## config.mk

```make
export PLATFORM = sky130hd
export DESIGN_NAME = alu_exec_ctrl
export DESIGN_NICKNAME = d
export VERILOG_FILES = /design/src/rtl/alu_exec_ctrl.sv
export SDC_FILE = /design/constraint.sdc
export NUM_CORES = 1
export LEC_CHECK = 0
export BUFFER_PORTS_ARGS = -buffer_cell sky130_fd_sc_hd__buf_2
export CAP_MARGIN = 10
export CORE_AREA = 2 2 202 243
export CTS_BUF_LIST = sky130_fd_sc_hd__clkbuf_8
export DETAILED_ROUTE_END_ITERATION = 12
export DIE_AREA = 0 0 204 245
export GPL_TIMING_DRIVEN = 1
export HOLD_SLACK_MARGIN = 0.03
export SLEW_MARGIN = 15
export SYNTH_ARGS = -nofsm -noshare
export SYNTH_HDL_FRONTEND = slang
export SYNTH_SLANG_ARGS = --single-unit
```

## constraint.sdc

```tcl
create_clock -name clk -period 2.4 [get_ports clk]
set_input_delay 0.48 -clock clk [delete_from_list [all_inputs] [get_ports clk]]
set_output_delay 0.48 -clock clk [all_outputs]
set_load 0.1 [all_outputs]
```

## src/rtl/alu_exec_ctrl.sv

```systemverilog
// ============================================================================
// Module   : alu_exec_ctrl
// Brief    : Execute-stage controller that fetches operands from a register
//            file, drives an external ALU and writes the result back.
//            Optional macro ALU_DIVZERO_TRAP_EN enables a sticky trap on
//            divide or modulo by zero.
// Revision : 1.0 - initial release
// ============================================================================
`default_nettype none

module alu_exec_ctrl #(
  parameter int N  = 32,
  parameter int AW = 3
) (
  input  logic          clk,
  input  logic          rst_n,
  input  logic          in_valid,
  output logic          in_ready,
  input  logic [3:0]    in_opcode,
  input  logic [AW-1:0] in_rd,
  input  logic [AW-1:0] in_rs1,
  input  logic [AW-1:0] in_rs2,
  input  logic [N-1:0]  in_imm,
  output logic [3:0]    alu_opcode,
  output logic [N-1:0]  alu_op_a,
  output logic [N-1:0]  alu_op_b,
  input  logic [N-1:0]  alu_result,
  output logic          out_valid,
  input  logic          out_ready,
  output logic [N-1:0]  out_data,
  output logic          out_err
);

  localparam int NREG = 1 << AW;

  localparam logic [1:0] S_IDLE = 2'd0;
  localparam logic [1:0] S_EXEC = 2'd1;
  localparam logic [1:0] S_RESP = 2'd2;
  localparam logic [1:0] S_TRAP = 2'd3;

  localparam logic [3:0] OP_DIV   = 4'd7;
  localparam logic [3:0] OP_MOD   = 4'd8;
  localparam logic [3:0] OP_LOADI = 4'd14;
  localparam logic [3:0] OP_READ  = 4'd15;

  logic [1:0]    state_q, state_d;
  logic [3:0]    alu_opcode_q, alu_opcode_d;
  logic [N-1:0]  alu_op_a_q, alu_op_a_d;
  logic [N-1:0]  alu_op_b_q, alu_op_b_d;
  logic [AW-1:0] rd_q, rd_d;
  logic [N-1:0]  imm_q, imm_d;
  logic [N-1:0]  out_data_q, out_data_d;
  logic          out_err_q, out_err_d;
  logic [N-1:0]  rf_q [NREG];
  logic [N-1:0]  rf_d [NREG];

  logic [N-1:0]  exec_res;
  logic          exec_err;
  logic          exec_wb;
  logic          b_zero;
  logic          accept;
`ifdef ALU_DIVZERO_TRAP_EN
  logic          trap_q, trap_d;
  logic          exec_trap;
`endif

  assign accept = in_valid && (state_q == S_IDLE);
  assign b_zero = (alu_op_b_q == '0);

  // Result selection for the instruction currently in EXEC.
  always_comb begin
    exec_res = '0;
    exec_err = 1'b0;
`ifdef ALU_DIVZERO_TRAP_EN
    exec_trap = 1'b0;
`endif
    case (alu_opcode_q)
      4'd0, 4'd1, 4'd2, 4'd3, 4'd4, 4'd5, 4'd6: exec_res = alu_result;
      OP_DIV, OP_MOD: begin
        if (b_zero) begin
          exec_err = 1'b1;
`ifdef ALU_DIVZERO_TRAP_EN
          exec_res  = '0;
          exec_trap = 1'b1;
`else
          exec_res  = (alu_opcode_q == OP_DIV) ? {N{1'b1}} : alu_op_a_q;
`endif
        end else begin
          exec_res = alu_result;
        end
      end
      OP_LOADI: exec_res = imm_q;
      OP_READ:  exec_res = alu_op_a_q;
      default: begin
        exec_res = '0;
        exec_err = 1'b1;
      end
    endcase
  end

  assign exec_wb = (state_q == S_EXEC) && !exec_err &&
                   (alu_opcode_q != OP_READ) && (rd_q != '0);

  // State register
  always_ff @(posedge clk or negedge rst_n) begin
    if (!rst_n) state_q <= S_IDLE;
    else        state_q <= state_d;
  end

  // Next-state logic
  always_comb begin
    state_d = state_q;
    case (state_q)
      S_IDLE: if (in_valid) state_d = S_EXEC;
      S_EXEC: state_d = S_RESP;
      S_RESP: begin
        if (out_ready) begin
`ifdef ALU_DIVZERO_TRAP_EN
          state_d = trap_q ? S_TRAP : S_IDLE;
`else
          state_d = S_IDLE;
`endif
        end
      end
`ifdef ALU_DIVZERO_TRAP_EN
      S_TRAP: state_d = S_TRAP;
`endif
      default: state_d = S_IDLE;
    endcase
  end

  // Output logic
  always_comb begin
    in_ready  = (state_q == S_IDLE);
    out_valid = (state_q == S_RESP);
  end

  assign alu_opcode = alu_opcode_q;
  assign alu_op_a   = alu_op_a_q;
  assign alu_op_b   = alu_op_b_q;
  assign out_data   = out_data_q;
  assign out_err    = out_err_q;

  // Datapath next values
  always_comb begin
    alu_opcode_d = alu_opcode_q;
    alu_op_a_d   = alu_op_a_q;
    alu_op_b_d   = alu_op_b_q;
    rd_d         = rd_q;
    imm_d        = imm_q;
    out_data_d   = out_data_q;
    out_err_d    = out_err_q;
    rf_d         = rf_q;
`ifdef ALU_DIVZERO_TRAP_EN
    trap_d       = trap_q;
`endif
    if (accept) begin
      alu_opcode_d = in_opcode;
      alu_op_a_d   = (in_rs1 == '0) ? '0 : rf_q[in_rs1];
      alu_op_b_d   = (in_rs2 == '0) ? '0 : rf_q[in_rs2];
      rd_d         = in_rd;
      imm_d        = in_imm;
    end
    if (state_q == S_EXEC) begin
      out_data_d = exec_res;
      out_err_d  = exec_err;
`ifdef ALU_DIVZERO_TRAP_EN
      trap_d     = exec_trap;
`endif
    end
    if (exec_wb) rf_d[rd_q] = exec_res;
  end

  always_ff @(posedge clk or negedge rst_n) begin
    if (!rst_n) begin
      alu_opcode_q <= '0;
      alu_op_a_q   <= '0;
      alu_op_b_q   <= '0;
      rd_q         <= '0;
      imm_q        <= '0;
      out_data_q   <= '0;
      out_err_q    <= 1'b0;
`ifdef ALU_DIVZERO_TRAP_EN
      trap_q       <= 1'b0;
`endif
      for (int i = 0; i < NREG; i++) rf_q[i] <= '0;
    end else begin
      alu_opcode_q <= alu_opcode_d;
      alu_op_a_q   <= alu_op_a_d;
      alu_op_b_q   <= alu_op_b_d;
      rd_q         <= rd_d;
      imm_q        <= imm_d;
      out_data_q   <= out_data_d;
      out_err_q    <= out_err_d;
`ifdef ALU_DIVZERO_TRAP_EN
      trap_q       <= trap_d;
`endif
      for (int i = 0; i < NREG; i++) rf_q[i] <= rf_d[i];
    end
  end

endmodule

`default_nettype wire
```

Word level (Yosys, flattened, before mapping)
Cells that the tools add are included.
{ "totals": {"romBits": 0, "output_inout_bits": 103, "latch_bits": 0, "ram_bits": 0, "in_bits": 81, "register_bits": 394, "wordCells": 73, "n_memories": 0} }
{ "op_classes": {"shifts": 0, "mux": 19, "n_bitwise": 3, "add_sub_neg": 0, "reduce_logical": 16, "order_cmp": 4, "multipliers": 0, "n_eq_ne": 15, "n_div": 0} }
{ "ops": {"columns": ["operator", "count"], "rows": [
  ["$mux W32", 9],
  ["$bwmux W256", 1],
  ["$bmux W32 S3", 2],
  ["$pmux W32 S4", 1],
  ["$demux W32 S3", 1],
  ["$logic_not A32 Y1", 1],
  ["$eq A4 B3 Y1 const B", 4],
  ["$eq A4 B4 Y1 const B", 3],
  ["$ge A4 B4 Y1 const B", 3],
  ["$not A3 Y4", 3],
  ["$reduce_or A9 Y1", 1],
  ["$eq A4 B2 Y1 const B", 2],
  ["$reduce_or A7 Y1", 1],
  ["$logic_not A3 Y1", 2],
  ["$pmux W2 S3", 1],
  ["$logic_and A1 B1 Y1", 5],
  ["$eq A4 B1 Y1 const B", 1],
  ["$logic_not A4 Y1", 1],
  ["$lt A4 B1 Y1 const B", 1],
  ["$mux W2", 2],
  ["$ne A4 B4 Y1 const B", 1],
  ["$reduce_bool A3 Y1", 1],
  ["$eq A2 B1 Y1 const B", 1],
  ["$eq A2 B2 Y1 const B", 1],
  ["8 further kinds", 8]
]} }

Depth between registers and ports, before layout
Gate-level depths: netlist of run 1.
{ "logic_depth": {"depth_word": 7, "depth_mapped": 8, "mapped_depth_nobuf": 5} }

Worst setup path after synthesis of run 1
OpenSTA, ideal clock, no wires.
{ "synth_path": {"path_type": "register -> register", "startpoint": "reg state_q[1]", "endpoint": "reg alu_op_b_q[15], in the netlist alu_op_b[15]", "required_time_ns": 2.266, "path_stages_with_launch": 8, "slack_ns": -0.508, "arrival_ns": 2.774, "synth_period_minus_slack_ns": 2.908, "path_cell_list": "dfrtp_1 -> nor2_1 -> nand2_1 -> clkbuf_1 -> clkbuf_1 -> clkbuf_1 -> nand2_1 -> o21ai_0"} }
{ "synth_between": {"elab_chain_len": 2} }
{ "synth_lines": {"columns": ["element", "line_no", "rtl"], "rows": [
  ["start: declaration", "46", "logic [1:0] state_q, state_d;"],
  ["start signal: assignment", "107", "else state_q <= state_d;"],
  ["$logic_not A2 Y1", null, null],
  ["net in_ready", "18", "output logic in_ready,"],
  ["$logic_and A1 B1 Y1", "67", "assign accept = in_valid && (state_q == S_IDLE);"],
  ["end signal: assignment", "190", "alu_op_b_q <= alu_op_b_d;"],
  ["end: declaration", "49", "logic [N-1:0] alu_op_b_q, alu_op_b_d;"]
]} }
The timed path passes the listed nets, and every way through them passes these cells.
A chain may end at the register's enable or synchronous reset.

Final worst setup path of run 1
{ "layout_path": {"startpoint": "reg alu_op_b_q[25], in the netlist alu_op_b[25]", "endpoint": "reg rf_q[190] in the netlist's numbering"} }
{ "layout_between": {"elab_chain_len": 7, "elab_cells_between_ends": 10, "cone_classes": "mux: 5; reduce/logical: 5"} }
{ "layout_lines": {"columns": ["element", "line_no", "rtl"], "rows": [
  ["$logic_not A32 Y1 *", "68", "assign b_zero = (alu_op_b_q == '0);"],
  ["$mux W1", "80", "if (b_zero) begin"],
  ["$pmux W1 S2", "77", "case (alu_opcode_q)"],
  ["$logic_not A1 Y1", "101", "assign exec_wb = (state_q == S_EXEC) && !exec_err &&"],
  ["$logic_and A1 B1 Y1 (2 in series)", "101", null],
  ["$logic_and A1 B1 Y1", "102", "(alu_opcode_q != OP_READ) && (rd_q != '0);"],
  ["end: declaration", "54", "logic [N-1:0] rf_q [NREG];"]
]} }
Every way passes the cells marked *; elsewhere a longest branch is shown, timed or not.

==> results of run 1 <==
cells by family after synthesis:
group,count (synthesis),synth area share (%)
compound gates,520,20.5
buf+inv,211,4.72
flops,362,48.0
mux,128,11.5
simple gates,636,15.3
routing by layer:
metal,routed length (um),vias up,share of wire [%],global-route usage [%]
li1,-,7797,-,-
met1,30300,9235,40,37.6
met2,36700,866,49,48.5
met3,5040,206,6.7,5.14
met4,3010,2,4.0,11.4
met5,37,-,0.049,0
flip-flops by register name, summed over array words and instances (netlist names):
name / flops
rf_q: 224
alu_op_a: 32
alu_op_b: 32
imm_q: 32
out_data: 32
alu_opcode: 4
rd_q: 3
state_q: 2
out_err: 1
synthesized netlist by cell type (3+ instances only):
cell type | number | area (sq um)
buf_4 | 13 | 97.6
inv_1 | 35 | 131
nor4_1 | 8 | 50.1
a22oi_1 | 94 | 706
nor2b_1 | 3 | 18.8
o21ai_0 | 66 | 330
mux2_2 | 64 | 721
dfrtp_1 | 362 | 9060
buf_2 | 34 | 170
a21oi_1 | 67 | 335
buf_1 | 7 | 26.3
a31oi_1 | 34 | 213
o211ai_1 | 32 | 240
a2bb2oi_1 | 224 | 1960
nor2_2 | 7 | 43.8
mux4_2 | 64 | 1440
nand2_1 | 249 | 935
nor2_1 | 98 | 368
nor3_1 | 224 | 1120
nand2b_1 | 4 | 25.0
or4_1 | 32 | 240
clkbuf_1 | 121 | 454
how the worst max path moves through the flow:
stage | endpoint | slack, ps | depth (start not counted)
floorplan | out_data[10]$_DFFE_PN0N_ | -60 | 6
global placement | rf_q[152]$_DFFE_PN0P_ | -410 | 6
detailed placement | rf_q[140]$_DFFE_PN0P_ | -480 | 6
CTS | rf_q[161]$_DFFE_PN0P_ | -230 | 11
global route | rf_q[7]$_DFFE_PN0P_ | -330 | 12
finish | rf_q[190]$_DFFE_PN0P_ | -230 | 11
repair_timing:
item | 4_1_cts | 5_1_grt
hold buffers | 38 | 0
gates cloned | 31 | 9
pin swaps | 123 | 110
setup endpoints to repair | 255 | 244
endpoints found under the hold margin | 131 | 0
buffers inserted | 68 | 27
resized for setup | 214 | 179
worst max-delay path, delay by kind of cell, from the launching register on:
kind,cells,cell delay (ps)
buffers and inverters,6,1010
AND/OR/NAND/NOR,3,520
flip-flops,1,490
AO/OA/AOI/OAI,2,440
metrics by stage:
stage          total power, W  hold slack, ps
6_report               0.0402            62.9
2_1_floorplan          0.0248             184
4_1_cts                0.0389            41.2
5_1_grt                0.0419            46.5
3_3_place_gp           0.0299             390
3_5_place_dp           0.0304             391
area by class of cell:
class	count	area, sq um
antenna	1	2.50
clock buffer	79	1090
clock inverter	31	210
fill	3992	20800
inverter	35	131
multi-input combinational	1288	10600
sequential	362	9120
tap	630	788
timing repair buffer	495	5000
power by group through the flow:
stage / sequential, W / clock, W / combinational (W)
5_1_grt: 0.0123 / 0.00637 / 0.0232
2_1_floorplan: 0.0171 / 0 / 0.00770
3_3_place_gp: 0.0115 / 0 / 0.0185
6_report: 0.0120 / 0.00604 / 0.0221
3_5_place_dp: 0.0116 / 0 / 0.0188
4_1_cts: 0.0117 / 0.00607 / 0.0211
==> out/metrics.yaml, run 1 <==
sta:
  rsz0062_at_grt: "yes"
  tns_ps: -31230
  slew_viol_final: 0
  layout_min_cycle_time_ps: 2630
  slew_headroom_pct: 43.3
  worst_pin_slew_ps: 850
  fmax_mhz: 380
  hold_viol_final: 0
  finalSetupViolCount: 245
  setup_slack_ps: -232
  clock_skew_ps: 37.3
  min_period_over_period_pct: 110
critical_path:
  cp_slowest_cell: "dfrtp_4"
  startpoint: "alu_op_b[25]$_DFFE_PN0P_"
  rrSetupSlack_ps: -230
  worstPathArrival_ps: 3190
  cp-start-kind: "flip-flop"
  crit_top_cell: "buf_6"
  r2r-start: "alu_op_b[25]$_DFFE_PN0P_"
  cp_max_fo: 8
  end_kind: "flip-flop"
  path_cells: "nor4_4 > buf_4 > nand4_1 > buf_6 > buf_6 > o311ai_4 > buf_6 > buf_16 > nor2_4 > buf_12 > a2bb2oi_2"
  r2r-end: "rf_q[190]$_DFFE_PN0P_"
  worstRegToRegCells: 11
  cp.required_ps: 2960
  slowest_delay_ps: 490
  worst-setup-path-type: "flip-flop to flip-flop"
cells_and_area:
  nets: 2324
  instances_no_fill: 2921
  drive_gt1_share_pct: 42.6
  mostFrequentLayoutCells: "dfrtp_1, nand2_1, buf_2, nor3_1, a2bb2oi_2"
  mostFrequentLayoutCell: "dfrtp_1"
  area_growth_pct: 42.8
  final_cell_area_sq_um: 26900
  final_util_pct: 56.4
worst_hold_path:
  hold_start: "in_imm[17]"
  whs_endpoint: "imm_q[17]$_DFFE_PN0P_"
  hold_path_class: "primary input to flip-flop"
  hold_path_depth: 3
power:
  switching_share_pct: 49.2
  p_per_area_nw_per_um2: 1490
  intPower_w: 0.0204
  vdd_drop_max_mv: 1.00
  seq_power_share_pct: 29.9
  clkPwrFrac_pct: 15.0
  leakage_nw: 11.4
  comb_power_share_pct: 55.1
  switchingPower_w: 0.0198
floorplanning:
  num_io_pins: 184
  die_area_sq_um: 50000
  die_h_um: 245
  row_count: 88
  start_util_pct: 39.5
  die_w_um: 204
  core_sq_um: 47800
outcome:
  violations: "setup timing"
  outcome: "finished with violations"
clock_network:
  clockBufferDepth: 3
  clkTransAtPathRegs_ps: 60
  numCtsBuffers: 61
  cts_sinks: 362
  clockRootBuffer: "clkbuf_8"
  cts_tree: "yes"
  htreeDepth: 2
  clkLatencyLatePin_ps: 700
detailed_routing:
  drt_iter0_drc: 1719
  vias_per_cell: 6.20
  wirelength_um: 75100
  drc: 0
  dr.pass1.iters: 5
  wl_per_cell_um: 25.7
  ant_nets: 0
  via_count: 18100
placed_design:
  dp_slack_ps: -481
  gp_congestion: 0.824
  placed_cell_area_sq_um: 21800
  place_hpwl_um: 42200
  portBuffers: 183
  place_inst: 2663
grt:
  grt_usage_pct: 29.1
  grt_pass1_wl_um: 112000
  grt_pass1_vias: 18400
  grt_max_degree: 85
  overflow: 0
  antenna_found_initial: 2
job:
  maxCapViolCount: 0
synthesis:
  yosys_most_used_dff: "dfrtp_1"
  netlist_instances: 1857
  ys_seq_area_share_pct: 48.0
  syn-cell-area_sq_um: 18900
  syn_avg_cell_area_sq_um: 10.2
  synth-edff-count: 0
  synth_cell_types: 32
  syn-num-nets: 1938
  yosysWarnings: 0
  synthArstFlopShare_pct: 100
  synth-seq-cells: 362
Note: power is estimated with default switching activity, not from simulation.
==> run 2, diff against run 1 <==
--- a/config.mk
+++ b/config.mk
@@ -17,3 +17,4 @@
 export SYNTH_ARGS = -nofsm -noshare
 export SYNTH_HDL_FRONTEND = slang
 export SYNTH_SLANG_ARGS = --single-unit
+export TNS_END_PERCENT = 30
==> constraint.sdc (replaced) <==
create_clock -name clk -period 3.1 [get_ports clk]
set_input_delay 0.155 -clock clk [delete_from_list [all_inputs] [get_ports clk]]
set_output_delay 0.155 -clock clk [all_outputs]
set_load 0.1 [all_outputs]
==> out/metrics.yaml, run 2 (same netlist as run 1, synthesis figures left out) <==
outcome:
  outcome: "finished clean"
grt:
  grt_usage_pct: 26.5  # -2.6 points
  grt_pass1_vias: 17300  # -6.0%
  grt_pass1_wl_um: 103000  # -8.3%
  antenna_found_initial: 3  # +1
  overflow: 0  # unchanged
  grt_max_degree: 94  # +11%
cells_and_area:
  area_growth_pct: 20.4
  mostFrequentLayoutCells: "dfrtp_1, nand2_1, nor3_1, a2bb2oi_1, buf_2"
  nets: 2146  # -7.7%
  drive_gt1_share_pct: 23.8  # -19 points
  top_register: "rf_q"
  largest_reg_flops: 224  # unchanged
  mostFrequentLayoutCell: "dfrtp_1"
sta:
  finalSetupViolCount: 0  # -100%
  fmax_mhz: 347  # -8.7%
  hold_slack_ps: 61.9  # -0.986 ps
  layout_min_cycle_time_ps: 2880  # +252 ps
  worst_pin_slew_ps: 1130  # +275 ps
  slew_viol_final: 0  # unchanged
  setup_slack_ps: 216  # +448 ps
  tns_ps: 0  # +31230 ps
  clock_skew_ps: 58.1  # +20.8 ps
  slew_headroom_pct: 24.8  # -19 points
  rsz0062_at_grt: "no"
  min_period_over_period_pct: 93.0  # -17 points
  hold_viol_final: 0  # unchanged
clock_network:
  post_cts_resized: 0  # -100%
  numCtsBuffers: 61  # unchanged
  htreeDepth: 2  # unchanged
  post_cts_buffers: 0  # -100%
  clkLatencyLatePin_ps: 710  # about the same
  clkTransAtPathRegs_ps: 60  # about the same
  cts_tree: "yes"
  clockBufferDepth: 3  # unchanged
  cts_sinks: 362  # unchanged
  clockRootBuffer: "clkbuf_8"
power:
  seq_power_share_pct: 32.9  # +3.0 points
  vdd_drop_max_mv: 0.738  # -26%
  p_per_area_nw_per_um2: 1220  # -18%
  clkPwrFrac_pct: 16.7  # +1.7 points
  comb_power_share_pct: 50.4  # -4.7 points
  switchingPower_w: 0.0139  # -30%
  leakage_nw: 9.65  # -15%
  switching_share_pct: 50.4  # +1.2 points
  intPower_w: 0.0137  # -33%
floorplanning:
  start_util_pct: 39.5  # unchanged
  row_count: 88  # unchanged
  die_w_um: 204  # unchanged
  die_h_um: 245  # unchanged
  die_area_sq_um: 50000  # unchanged
  num_io_pins: 184  # unchanged
  core_sq_um: 47800  # unchanged
critical_path:
  cp.required_ps: 3680  # +720 ps
  slowest_delay_ps: 600  # +110 ps
  startpoint: "alu_op_b[10]$_DFFE_PN0P_"
  worst-setup-path-type: "flip-flop to flip-flop"
  cp_slowest_cell: "nor4_1"
  cp_max_fo: 34  # +26
  crit_top_cell: "buf_4"
  end_kind: "flip-flop"
  worstPathArrival_ps: 3460  # +270 ps
  path_cells: "nor4_1 > nand4_1 > buf_4 > o311ai_4 > buf_12 > buf_4 > nor3_1 > a2bb2oi_1"
  cp-start-kind: "flip-flop"
  r2r-start: "alu_op_b[10]$_DFFE_PN0P_"
detailed_routing:
  ant_nets: 0  # unchanged
  drc: 0  # unchanged
  wirelength_um: 65900  # -12%
  wl_per_cell_um: 24.0  # -6.8%
  vias_per_cell: 6.06  # -2.2%
  drt_iter0_drc: 1627  # -5.4%
  via_count: 16600  # -8.1%
  dr.pass1.iters: 7  # +2
placed_design:
  dp_slack_ps: 148  # +630 ps
  gp_congestion: 0.838  # +1.7%
  portBuffers: 183  # unchanged
  place_hpwl_um: 40200  # -4.6%
worst_hold_path:
  hold_path_class: "primary input to flip-flop"
  hold_start: "alu_result[1]"
job:
  maxCapViolCount: 0  # unchanged
run 2: per-stage QoR:
step	util, %	total power (W)	instances	area [sq um]
6_report	47.5	0.0276	2746	22700
5_1_grt	47.5	0.0291	2745	22700
4_1_cts	47.5	0.0276	2743	22700
3_5_place_dp	43.3	0.0228	2564	20700
3_3_place_gp	43.3	0.0225	2564	20700
2_1_floorplan	-	0.0192	1857	18900
run 2: worst max-delay path: cells and delay by family (launching register included):
family / cells / cell delay, ps
and+or+nand+nor: 3 / 950
buffers and inverters: 3 / 940
AOI/OAI and AO/OA: 2 / 470
DFF: 1 / 390
run 2: path summary, 6_finish.rpt:
kind,depth (start not counted),to,slack [ps]
worst max-delay path,8,rf_q[93]$_DFFE_PN0P_,220
worst min-delay path,5,out_data[1]$_DFFE_PN0N_,60
worst max register to register,8,rf_q[93]$_DFFE_PN0P_,220
worst min register to register,2,imm_q[27]$_DFFE_PN0P_,480
max in group asynchronous,3,imm_q[18]$_DFFE_PN0P_,1930
min in group asynchronous,2,rd_q[1]$_DFFE_PN0P_,80
run 2: cell type report:
cell class / count / area (sq um)
fill: 4519 / 25100
timing repair buffer: 321 / 2420
inverter: 35 / 131
clock buffer: 76 / 1050
multi-input combinational: 1284 / 9000
tap: 630 / 788
antenna: 2 / 5.00
clock inverter: 36 / 265
sequential: 362 / 9060
run 2: repair_timing:
item	CTS	global route
setup endpoints to repair	0	0
hold buffers	67	0
endpoints found under the hold margin	198	0
run 2: power groups by stage:
stage | Clock (W) | Sequential, W | Combinational [W]
after floorplan | 0 | 0.0132 | 0.00597
after global placement | 0 | 0.00892 | 0.0136
after detailed placement | 0 | 0.00905 | 0.0138
after CTS | 0.00472 | 0.00902 | 0.0139
after global routing | 0.00491 | 0.00938 | 0.0148
final | 0.00462 | 0.00909 | 0.0139
run 2: routing by layer:
layer  vias up  track usage (%)  share of wire, %  wire length, um
met5         -                0             0.020               13
met3       164             4.06               6.5             4250
met2       734             43.8                48            31800
met4         2             11.7               4.0             2640
met1      8337             34.5                41            27100
li1       7404                -                 -                -
==> run 3, diff against run 2 <==
--- a/config.mk
+++ b/config.mk
@@ -8,7 +8,6 @@
 export BUFFER_PORTS_ARGS = -buffer_cell sky130_fd_sc_hd__buf_2
 export CAP_MARGIN = 10
 export CORE_AREA = 2 2 202 243
-export CTS_BUF_LIST = sky130_fd_sc_hd__clkbuf_8
 export DETAILED_ROUTE_END_ITERATION = 12
 export DIE_AREA = 0 0 204 245
 export GPL_TIMING_DRIVEN = 1
==> out/metrics.yaml, run 3 (same netlist as run 1, synthesis figures left out) <==
critical_path:
  crit_family: "simple AND/OR/NAND/NOR gates"
  cp_slowest_cell: "nor2_4"
  cp-start-kind: "flip-flop"
  worst-setup-path-type: "flip-flop to flip-flop"
  path_cells: "or3_1 > a311oi_4 > o311ai_4 > buf_12 > nor2_4 > a2bb2oi_1"
  path_buf_inv: 1  # -2
  cp.required_ps: 3550  # -130 ps
  end_kind: "flip-flop"
  slowest_delay_ps: 860  # +260 ps
  cp_max_fo: 32  # -5.9%
  worstPathArrival_ps: 3360  # -100 ps
cells_and_area:
  area_growth_pct: 18.9
  final_cell_area_sq_um: 22400  # -1.3%
  mostFrequentLayoutCells: "dfrtp_1, nand2_1, nor3_1, a2bb2oi_1, buf_2"
  top_register: "rf_q"
  drive_gt1_share_pct: 22.5  # -1.3 points
  diodes: 0  # -2
  mostFrequentLayoutCell: "dfrtp_1"
  nets: 2101  # -2.1%
  largest_reg_flops: 224  # unchanged
sta:
  worst_pin_slew_ps: 1120  # -3.13 ps
  slew_viol_final: 0  # unchanged
  rsz0062_at_grt: "no"
  fmax_mhz: 345  # -0.58%
  clock_skew_ps: 16.3  # -41.8 ps
  finalSetupViolCount: 0  # unchanged
  tns_ps: 0  # unchanged
  min_period_over_period_pct: 93.6  # +0.55 points
  layout_min_cycle_time_ps: 2900  # +16.9 ps
  hold_viol_final: 0  # unchanged
  slew_headroom_pct: 25.0  # +0.21 points
clock_network:
  clkLatencyLatePin_ps: 550  # -160 ps
  htreeDepth: 2  # unchanged
  clkTransAtPathRegs_ps: 60  # about the same
  cts_sinks: 362  # unchanged
  cts_tree: "yes"
  post_cts_buffers: 0  # unchanged
  cts_hold_buf: 44  # -34%
  clockRootBuffer: "clkbuf_16"
  clockBufferDepth: 3  # unchanged
  post_cts_resized: 0  # unchanged
  numCtsBuffers: 39  # -36%
floorplanning:
  die_area_sq_um: 50000  # unchanged
  die_h_um: 245  # unchanged
  num_io_pins: 184  # unchanged
  start_util_pct: 39.5  # unchanged
  row_count: 88  # unchanged
  core_sq_um: 47800  # unchanged
  die_w_um: 204  # unchanged
grt:
  grt-busiest-layer: "met2"
  overflow: 0  # unchanged
  grt_pass1_vias: 16900  # -2.3%
  grt_pass1_wl_um: 102000  # -0.94%
  met2_usage_pct: 43.7  # -0.090 points
  antenna_found_initial: 1  # -2
  grt_usage_pct: 26.3  # -0.26 points
  grt_use_met3_pct: 3.68  # -0.39 points
  grt_util_met1_pct: 34.9  # +0.34 points
  grt_max_degree: 94  # unchanged
placed_design:
  place_hpwl_um: 40200  # unchanged
  gp_congestion: 0.838  # unchanged
  portBuffers: 183  # unchanged
  placed_cell_area_sq_um: 20700  # unchanged
detailed_routing:
  drt_iter0_drc: 1703  # +4.7%
  dr.pass1.iters: 6  # -1
  via_count: 16400  # -1.4%
  ant_nets: 0  # unchanged
  wirelength_um: 65400  # -0.72%
  vias_per_cell: 6.13  # +1.1%
  wl_per_cell_um: 24.4  # +1.8%
  drc: 0  # unchanged
worst_hold_path:
  hold_path_class: "primary input to flip-flop"
job:
  maxCapViolCount: 0  # unchanged
power:
  leakage_nw: 9.45  # -2.1%
  vdd_drop_max_mv: 0.741  # +0.34%
  p_per_area_nw_per_um2: 1230  # +1.3%
outcome:
  outcome: "finished clean"
-- run 3: changes by cell type in the layout (fill, tap and decap cells not counted) --
cell,previous run,this run
clkinv_2,12,1
clkinv_4,2,0
diode_2,2,0
clkbuf_1,0,12
dlygate4sd3_1,67,44
clkinvlp_4,5,1
bufinv_16,3,0
inv_8,1,0
clkbuf_8,76,13
inv_1,47,34
clkbuf_16,0,41
-- run 3: final timing paths --
kind	endpoint	depth (start not counted)	slack [ps]	start
max	rf_q[108]$_DFFE_PN0P_	6	200	alu_opcode[0]$_DFFE_PN0P_
min	out_data[12]$_DFFE_PN0N_	3	40	alu_result[12]
max reg2reg	rf_q[108]$_DFFE_PN0P_	6	200	alu_opcode[0]$_DFFE_PN0P_
min reg2reg	imm_q[19]$_DFFE_PN0P_	2	480	imm_q[19]$_DFFE_PN0P_
max in group asynchronous	rf_q[76]$_DFFE_PN0P_	3	1800	rst_n
min in group asynchronous	imm_q[2]$_DFFE_PN0P_	2	240	rst_n
-- run 3: worst register-to-register path, cell delays in order, from the launching register on --
cell,delay (ps)
dfrtp_1,460
or3_1,450
a311oi_4,430
o311ai_4,180
buf_12,190
nor2_4,870
a2bb2oi_1,230
-- run 3: per-layer routing --
layer  vias up  wire, um
met4         2      2380
met1      8326     27100
met3       134      3820
li1       7286         -
met2       658     32100
met5         -        11
-- run 3: area by class of cell --
cell class                      count  area, sq um
Fill cell                        4531        25400
Sequential cell                   362         9060
Multi-Input combinational cell   1284         9000
Timing Repair Buffer              298         2190
Clock buffer                       66         1250
Tap cell                          630          788
Inverter                           35          131
Clock inverter                      2         12.5
-- run 3: metrics by stage --
| stage | utilization (%) | power [W] | setup slack [ps] | std cells | hold WS (ps) |
|---|---|---|---|---|---|
| 6_report | 46.9 | 0.0276 | 199 | 2677 | 40.0 |
| 5_1_grt | 46.9 | 0.0290 | 84.1 | 2677 | 53.6 |
| 3_5_place_dp | 43.3 | 0.0228 | 148 | 2564 | 267 |
| 2_1_floorplan | - | 0.0192 | 192 | 1857 | -141 |
| 4_1_cts | 46.9 | 0.0276 | 137 | 2676 | 39.6 |
| 3_3_place_gp | 43.3 | 0.0225 | 193 | 2564 | 265 |
-- run 3: power by group --
group | switching (W) | total [W] | internal, W
combinational | 0.00976 | 0.0138 | 0.00407
sequential | 0.00199 | 0.00909 | 0.00710
clock | 0.00197 | 0.00470 | 0.00273
total | 0.0137 | 0.0276 | 0.0139
